File: src/rtl/fp8_pkg.sv
// rtl/fp8_pkg.sv - FP8 field widths, special constants, sequencer states and classify helpers
package fp8_pkg;

    localparam int FP8_W   = 8;
    localparam int EXP_W   = 4;
    localparam int MANT_W  = 3;
    localparam int SHIFT_W = 3;

    localparam logic [EXP_W-1:0] EXP_BIAS    = 4'd7;
    localparam logic [EXP_W-1:0] EXP_SPECIAL = 4'd15;

    localparam logic [FP8_W-1:0] FP8_QNAN    = 8'h7F;
    localparam logic [FP8_W-1:0] FP8_POS_INF = 8'h78;
    localparam logic [FP8_W-1:0] FP8_NEG_INF = 8'hF8;

    typedef enum logic [2:0] {
        S_A,
        S_B,
        S_ISSUE,
        S_WAIT,
        S_OUT
    } seq_state_t;

    function automatic logic [EXP_W-1:0] exp_of(input logic [FP8_W-1:0] x);
        return x[FP8_W-2:MANT_W];
    endfunction

    function automatic logic [MANT_W-1:0] mant_of(input logic [FP8_W-1:0] x);
        return x[MANT_W-1:0];
    endfunction

    function automatic logic is_zero(input logic [FP8_W-1:0] x);
        return (x[FP8_W-2:0] == '0);
    endfunction

    function automatic logic is_inf(input logic [FP8_W-1:0] x);
        return (exp_of(x) == EXP_SPECIAL) && (mant_of(x) == '0);
    endfunction

    function automatic logic is_nan(input logic [FP8_W-1:0] x);
        return (exp_of(x) == EXP_SPECIAL) && (mant_of(x) != '0);
    endfunction

endpackage

File: src/rtl/fp8_classify_swap.sv
// rtl/fp8_classify_swap.sv - special-case resolution, magnitude swap and alignment shift
module fp8_classify_swap
    import fp8_pkg::*;
(
    input  logic [FP8_W-1:0]   op_a,
    input  logic [FP8_W-1:0]   op_b,
    output logic               bypass,
    output logic [FP8_W-1:0]   bypass_res,
    output logic [FP8_W-1:0]   big_op,
    output logic [FP8_W-1:0]   small_op,
    output logic [SHIFT_W-1:0] shift
);

    logic [EXP_W-1:0] exp_diff;

    // Special cases in priority order: NaN, Inf clash, single Inf, zero A, zero B
    always_comb begin
        bypass     = 1'b1;
        bypass_res = FP8_QNAN;
        if (is_nan(op_a) || is_nan(op_b)) begin
            bypass_res = FP8_QNAN;
        end else if (is_inf(op_a) && is_inf(op_b)) begin
            bypass_res = (op_a[FP8_W-1] == op_b[FP8_W-1]) ? op_a : FP8_QNAN;
        end else if (is_inf(op_a)) begin
            bypass_res = op_a[FP8_W-1] ? FP8_NEG_INF : FP8_POS_INF;
        end else if (is_inf(op_b)) begin
            bypass_res = op_b[FP8_W-1] ? FP8_NEG_INF : FP8_POS_INF;
        end else if (is_zero(op_a)) begin
            bypass_res = op_b;
        end else if (is_zero(op_b)) begin
            bypass_res = op_a;
        end else begin
            bypass = 1'b0;
        end
    end

    // Larger magnitude first (A wins a tie); shift is the exponent gap clamped to 7
    always_comb begin
        if (op_b[FP8_W-2:0] > op_a[FP8_W-2:0]) begin
            big_op   = op_b;
            small_op = op_a;
        end else begin
            big_op   = op_a;
            small_op = op_b;
        end
        exp_diff = exp_of(big_op) - exp_of(small_op);
        shift    = (exp_diff > 4'd7) ? 3'd7 : exp_diff[SHIFT_W-1:0];
    end

endmodule

File: src/rtl/fp8_operand_sequencer.sv
// rtl/fp8_operand_sequencer.sv - serial operand capture, adder issue, timeout and result hold
module fp8_operand_sequencer
    import fp8_pkg::*;
#(
    parameter int TIMEOUT_CYCLES = 15
) (
    input  logic               clk,
    input  logic               rst,
    input  logic [FP8_W-1:0]   in_data,
    input  logic               in_load,
    output logic               in_ready,
    output logic [FP8_W-1:0]   add_a,
    output logic [FP8_W-1:0]   add_b,
    output logic [SHIFT_W-1:0] add_shift,
    output logic               add_valid,
    input  logic               add_ready,
    input  logic [FP8_W-1:0]   add_sum,
    input  logic               add_sum_valid,
    output logic [FP8_W-1:0]   res_data,
    output logic               res_valid,
    output logic               res_err,
    input  logic               res_ack
);

    localparam int               CNT_W    = $clog2(TIMEOUT_CYCLES + 1);
    localparam logic [CNT_W-1:0] CNT_LAST = CNT_W'(TIMEOUT_CYCLES - 1);

    seq_state_t           state;
    seq_state_t           state_nxt;
    logic [CNT_W-1:0]     wait_cnt;
    logic                 timed_out;
    logic [FP8_W-1:0]     op_a_q;
    logic                 load_b;

    logic                 cls_bypass;
    logic [FP8_W-1:0]     cls_res;
    logic [FP8_W-1:0]     cls_big;
    logic [FP8_W-1:0]     cls_small;
    logic [SHIFT_W-1:0]   cls_shift;

    // B is classified straight off the bus so the decision lands on the load edge
    fp8_classify_swap u_classify_swap (
        .op_a       (op_a_q),
        .op_b       (in_data),
        .bypass     (cls_bypass),
        .bypass_res (cls_res),
        .big_op     (cls_big),
        .small_op   (cls_small),
        .shift      (cls_shift)
    );

    assign load_b    = (state == S_B) && in_load;
    assign timed_out = (wait_cnt == CNT_LAST);

    // State register
    always_ff @(posedge clk or posedge rst) begin
        if (rst) begin
            state <= S_A;
        end else begin
            state <= state_nxt;
        end
    end

    // Next state; handshake outputs decode straight from state so reset clears them at once
    always_comb begin
        state_nxt = state;
        in_ready  = 1'b0;
        add_valid = 1'b0;
        res_valid = 1'b0;
        case (state)
            S_A: begin
                in_ready = 1'b1;
                if (in_load) state_nxt = S_B;
            end
            S_B: begin
                in_ready = 1'b1;
                if (in_load) state_nxt = cls_bypass ? S_OUT : S_ISSUE;
            end
            S_ISSUE: begin
                add_valid = 1'b1;
                if (add_ready) state_nxt = S_WAIT;
            end
            S_WAIT: begin
                if (add_sum_valid || timed_out) state_nxt = S_OUT;
            end
            S_OUT: begin
                res_valid = 1'b1;
                if (res_ack) state_nxt = S_A;
            end
            default: state_nxt = S_A;
        endcase
    end

    // Operand A capture and the issued pair, held until the next non-bypass B load
    always_ff @(posedge clk or posedge rst) begin
        if (rst) begin
            op_a_q    <= '0;
            add_a     <= '0;
            add_b     <= '0;
            add_shift <= '0;
        end else begin
            if ((state == S_A) && in_load) op_a_q <= in_data;
            if (load_b && !cls_bypass) begin
                add_a     <= cls_big;
                add_b     <= cls_small;
                add_shift <= cls_shift;
            end
        end
    end

    // Wait counter: zeroed while issuing, counts S_WAIT cycles up to the last allowed one
    always_ff @(posedge clk or posedge rst) begin
        if (rst) begin
            wait_cnt <= '0;
        end else if (state == S_ISSUE) begin
            wait_cnt <= '0;
        end else if ((state == S_WAIT) && !timed_out) begin
            wait_cnt <= wait_cnt + CNT_W'(1);
        end
    end

    // Result register: bypass value, adder sum, or forced error; a late sum beats the timeout
    always_ff @(posedge clk or posedge rst) begin
        if (rst) begin
            res_data <= '0;
            res_err  <= 1'b0;
        end else if (load_b && cls_bypass) begin
            res_data <= cls_res;
            res_err  <= 1'b0;
        end else if (state == S_WAIT) begin
            if (add_sum_valid) begin
                res_data <= add_sum;
                res_err  <= 1'b0;
            end else if (timed_out) begin
                res_data <= FP8_QNAN;
                res_err  <= 1'b1;
            end
        end
    end

endmodule

File: config.mk
export PLATFORM = sky130hd
export DESIGN_NAME = fp8_operand_sequencer
export DESIGN_NICKNAME = d
export VERILOG_FILES = /design/src/rtl/fp8_pkg.sv /design/src/rtl/fp8_classify_swap.sv /design/src/rtl/fp8_operand_sequencer.sv
export SDC_FILE = /design/constraint.sdc
export NUM_CORES = 1
export LEC_CHECK = 0
export CORE_ASPECT_RATIO = 1.75
export CORE_MARGIN = 1.5
export CORE_UTILIZATION = 52
export DETAILED_ROUTE_END_ITERATION = 8
export PLACE_DENSITY = 0.8
export SYNTH_ARGS = -nofsm -noshare
export SYNTH_HDL_FRONTEND = slang
export SYNTH_SLANG_ARGS = --single-unit
export TNS_END_PERCENT = 100
File: constraint.sdc
create_clock -name clk -period 3.8 [get_ports clk]
set_input_delay 1.14 -clock clk [delete_from_list [all_inputs] [get_ports clk]]
set_output_delay 1.14 -clock clk [all_outputs]
set_load 0.05 [all_outputs]
==> results.json, run 1 <==
{
  "antenna_cells_inserted": 0,
  "synth-compound-area-share_pct": 24.19,
  "finish.utilization_pct": 69.56,
  "remaining_drc_errors": 0,
  "synth_top_family_by_area": "compound AO/OA/AOI/OAI gates",
  "htree_levels": 2,
  "synth_ff_type": "sky130_fd_sc_hd__dfrtp_1",
  "multiplexer_share_of_the_synthesized_area_pct": 3.370,
  "yosys_warnings": 0,
  "report.final.slew_viol_count": 0,
  "post_cts_repair_setup_buffers": 0,
  "synth_enable_flop_cells": 0,
  "worst-path-max-fanout": 4,
  "number_of_max_capacitance_violations_reported": 0,
  "timing.final.setup_violations": 0,
  "avgRoutedWirePerCell_um": 15.64,
  "die_area_um2": 5671,
  "clk_pin_slew_ps": 90,
  "place.gp.congestion": 0.8592,
  "fin_crit_ps": 3469,
  "post_synth_inst_count": 315,
  "cts_num_sinks": 43,
  "postSynthNetCount": 348,
  "grt_pass1_wl_mm": 11.63,
  "boundaryPins": 53,
  "worst_clock_skew_ps": 9.669,
  "clock_buffer_count_from_cts": 5,
  "max_freq_mhz": 288.3,
  "finalCritPeriodShare_pct": 91.29,
  "hold_path_class": "reg -> reg",
  "critPathLaunchType": "input pin",
  "synthesis.area_um2": 2710,
  "synth.lib_cells_used.distinct": 58,
  "detailed_place_hpwl_mm": 5.166,
  "syn-mean-instance-area_um2": 8.603,
  "timing_worst_slew_pin_value_ps": 751.2,
  "gr_util_all_layers_pct": 25.47,
  "routed_wirelength_mm": 6.758,
  "tritoncts_clock_tree": "done",
  "yosys.area_share.adder_pct": 5.078,
  "fin_nets": 410,
  "ys_ff_latch": 43,
  "core-area_um2": 4977,
  "viasPerCell": 5.928,
  "global_route.overflow_total": 0,
  "first_iter_violations": 94,
  "timing.max_slew.rel_slack_pct": 49.73,
  "worstPathArrival_ps": 3690,
  "die_height_um": 98.50,
  "total_via_count_after_detailed_routing": 2561,
  "drt-pass1-iter-count": 4,
  "power_density_nw_per_um2": 874.6,
  "grt_antenna_before_repair": 0,
  "vdd.ir_drop.worst_v": 0.0007197,
  "timing.reg2reg.setup_slack_ps": 900,
  "critical_path.endpoint_type": "flop",
  "maximum_count_of_clock_buffers_along_a_single_path": 2,
  "cts_hold_repair.buffers": 0,
  "io_buffer_count": 52,
  "ctsRootBufferMaster": "sky130_fd_sc_hd__clkbuf_8",
  "layout-drive-gt1-share_pct": 11.64,
  "largest_net_degree_at_the_start_of_global_routing": 44,
  "static-leakage-power_nw": 1.534,
  "finalHoldWorstSlack_ps": 491.9,
  "synth_simple_gate_area_share_pct": 21.75,
  "chipWidth_um": 57.57,
  "initial_core_util_pct": 54.45,
  "syn_to_final_growth_pct": 27.75,
  "finalPower_mw": 3.028,
  "cp.required_ps": 4020,
  "area_share_of_xor_xnor_cells_in_the_synthesized_design_pct": 0.9695,
  "grt_pass1_vias": 2625,
  "rows": 34,
  "final_count_of_hold_timing_violations": 0,
  "outcome": "completed",
  "asyncSetResetFlopFracSynth_pct": 100.0,
  "worstSkewPairLatency_ps": 300,
  "path_class": "in -> reg",
  "unrepaired_setup_endpoints_after_global_routing": "no",
  "portion_of_the_post_synthesis_area_used_by_sequential_elements_pct": 39.70,
  "detail-route-antenna-nets": 0
}
[cell type report]
class                   instances  area, um^2
inverters                      16       60.06
fillers                       397        1515
well taps                      54       67.56
repair buffers                 68       640.6
flip-flops and latches         43        1076
clock inverters                 3       43.79
clock buffers                   5       68.82
multi-input cells             243        1505
[critical path, cell delays in order]
cell,delay [ps]
sky130_fd_sc_hd__clkdlybuf4s50_1,440
sky130_fd_sc_hd__ha_1,360
sky130_fd_sc_hd__nand4_1,200
sky130_fd_sc_hd__a21o_1,250
sky130_fd_sc_hd__a2111oi_2,350
sky130_fd_sc_hd__a21oi_1,80
sky130_fd_sc_hd__ha_1,210
sky130_fd_sc_hd__a21oi_1,180
sky130_fd_sc_hd__a41oi_1,140
sky130_fd_sc_hd__nor3b_1,160
sky130_fd_sc_hd__a32oi_1,190
[per-stage QoR]
step	cell area (um^2)	worst slack (ps)	TNS, ps	cells
floorplan	2710	331.4	0	315
global placement	3344	70.56	0	424
detailed placement	3344	-57.11	-57.11	424
CTS	3457	247.5	0	432
global route	3462	63.02	0	432
finish	3462	331.2	0	432
[cell usage in the layout (no fill, tap or decap), drive strengths merged, types with 2 or more instances in the layout]
master / netlist / layout
and3: 5 / 5
a21oi: 22 / 22
nand4: 8 / 8
nor4: 2 / 2
nand3b: 2 / 2
dfrtp: 43 / 43
a211oi: 5 / 5
nor3: 4 / 4
o21ai: 36 / 36
nor3b: 3 / 3
o22ai: 7 / 7
xor2: 2 / 2
clkinv: 0 / 2
o221a: 3 / 3
ha: 11 / 11
clkdlybuf4s50: 0 / 52
inv: 16 / 16
nand2b: 2 / 2
mux2i: 8 / 8
o22a: 2 / 2
a31oi: 4 / 4
o31ai: 2 / 2
nor2: 36 / 36
clkbuf: 6 / 5
nand3: 8 / 8
or2: 2 / 2
a2111oi: 3 / 3
nand2: 43 / 43
buf: 7 / 16
or3: 2 / 2
and4: 2 / 2
a21o: 3 / 3
o31a: 2 / 2
[synth_stat cells, types with 2 or more instances]
cell / instances / share of area, %
sky130_fd_sc_hd__dfrtp_1: 43 / 40
sky130_fd_sc_hd__nand2_1: 42 / 5.8
sky130_fd_sc_hd__nor2_1: 35 / 4.8
sky130_fd_sc_hd__o21ai_0: 27 / 5.0
sky130_fd_sc_hd__a21oi_1: 22 / 4.1
sky130_fd_sc_hd__inv_1: 16 / 2.2
sky130_fd_sc_hd__ha_1: 11 / 5.1
sky130_fd_sc_hd__mux2i_1: 8 / 3.0
sky130_fd_sc_hd__nand3_1: 8 / 1.5
sky130_fd_sc_hd__nand4_1: 7 / 1.6
sky130_fd_sc_hd__o21ai_1: 7 / 1.3
sky130_fd_sc_hd__o22ai_1: 7 / 1.6
sky130_fd_sc_hd__clkbuf_1: 6 / 0.83
sky130_fd_sc_hd__a211oi_1: 5 / 1.4
sky130_fd_sc_hd__and3_1: 5 / 1.2
sky130_fd_sc_hd__buf_2: 5 / 0.92
sky130_fd_sc_hd__a21o_1: 3 / 0.83
sky130_fd_sc_hd__a31oi_1: 3 / 0.69
sky130_fd_sc_hd__nor3_1: 3 / 0.55
sky130_fd_sc_hd__nor3b_1: 3 / 0.83
sky130_fd_sc_hd__o221a_2: 3 / 1.2
sky130_fd_sc_hd__nand2b_1: 2 / 0.46
sky130_fd_sc_hd__nand3b_1: 2 / 0.55
sky130_fd_sc_hd__nor4_1: 2 / 0.46
sky130_fd_sc_hd__o21ai_2: 2 / 0.65
sky130_fd_sc_hd__o22a_2: 2 / 0.74
sky130_fd_sc_hd__o31a_1: 2 / 0.65
sky130_fd_sc_hd__o31ai_1: 2 / 0.55
sky130_fd_sc_hd__or3_1: 2 / 0.46
sky130_fd_sc_hd__xor2_1: 2 / 0.65
[sequential cells by signal (all words and copies together), names as in the netlist]
signal     count
wait_cnt       4
res_err        1
state          3
add_a          8
add_shift      3
res_data       8
op_a_q         8
add_b          8
[path summary, 6_finish.rpt]
kind,startpoint,end,cells past startpoint
worst max-delay path,in_data[4],add_shift[2]$_DFFE_PP0P_,11
worst min-delay path,res_data[6]$_DFFE_PP0P_,res_data[6]$_DFFE_PP0P_,2
worst max register to register,op_a_q[4]$_DFFE_PP0P_,add_shift[2]$_DFFE_PP0P_,11
worst min register to register,res_data[6]$_DFFE_PP0P_,res_data[6]$_DFFE_PP0P_,2
max in group asynchronous,rst,add_shift[0]$_DFFE_PP0P_,3
min in group asynchronous,rst,wait_cnt[2]$_DFFE_PP0P_,3
[power by group]
part | internal [mW] | switching (mW) | total, mW
sequential | 0.659 | 0.173 | 0.832
clock | 0.196 | 0.167 | 0.362
combinational | 0.655 | 1.18 | 1.83
[kinds of logic after synthesis]
family                     count (synthesis)
and+or+nand+nor                          122
muxes                                      9
xor gates and xnor gates                   3
AOI/OAI and AO/OA                         98
buffers and inverters                     29
DFF                                       43
adders and majority gates                 11
[layer usage]
metal	share of wire (%)	track usage, %	vias to the layer above
met1	39	28.07	1215
met3	4.2	3.543	17
li1	-	-	1261
met2	55	46.85	68
met4	2.6	10.91	0
met5	0	0	-
[what timing repair did]
| action | 4_1_cts | 5_1_grt |
|---|---|---|
| resized for setup | 0 | 1 |
| setup endpoints to repair | 0 | 1 |
| endpoints found under the hold margin | 0 | 0 |
(Power assumes the default switching activity.)
==> run 2: changes to the inputs <==
SKIP_LAST_GASP = 1   (was not set)
==> results of run 2 <==
No change in the layout: final DEF, timing and power equal those of run 1.
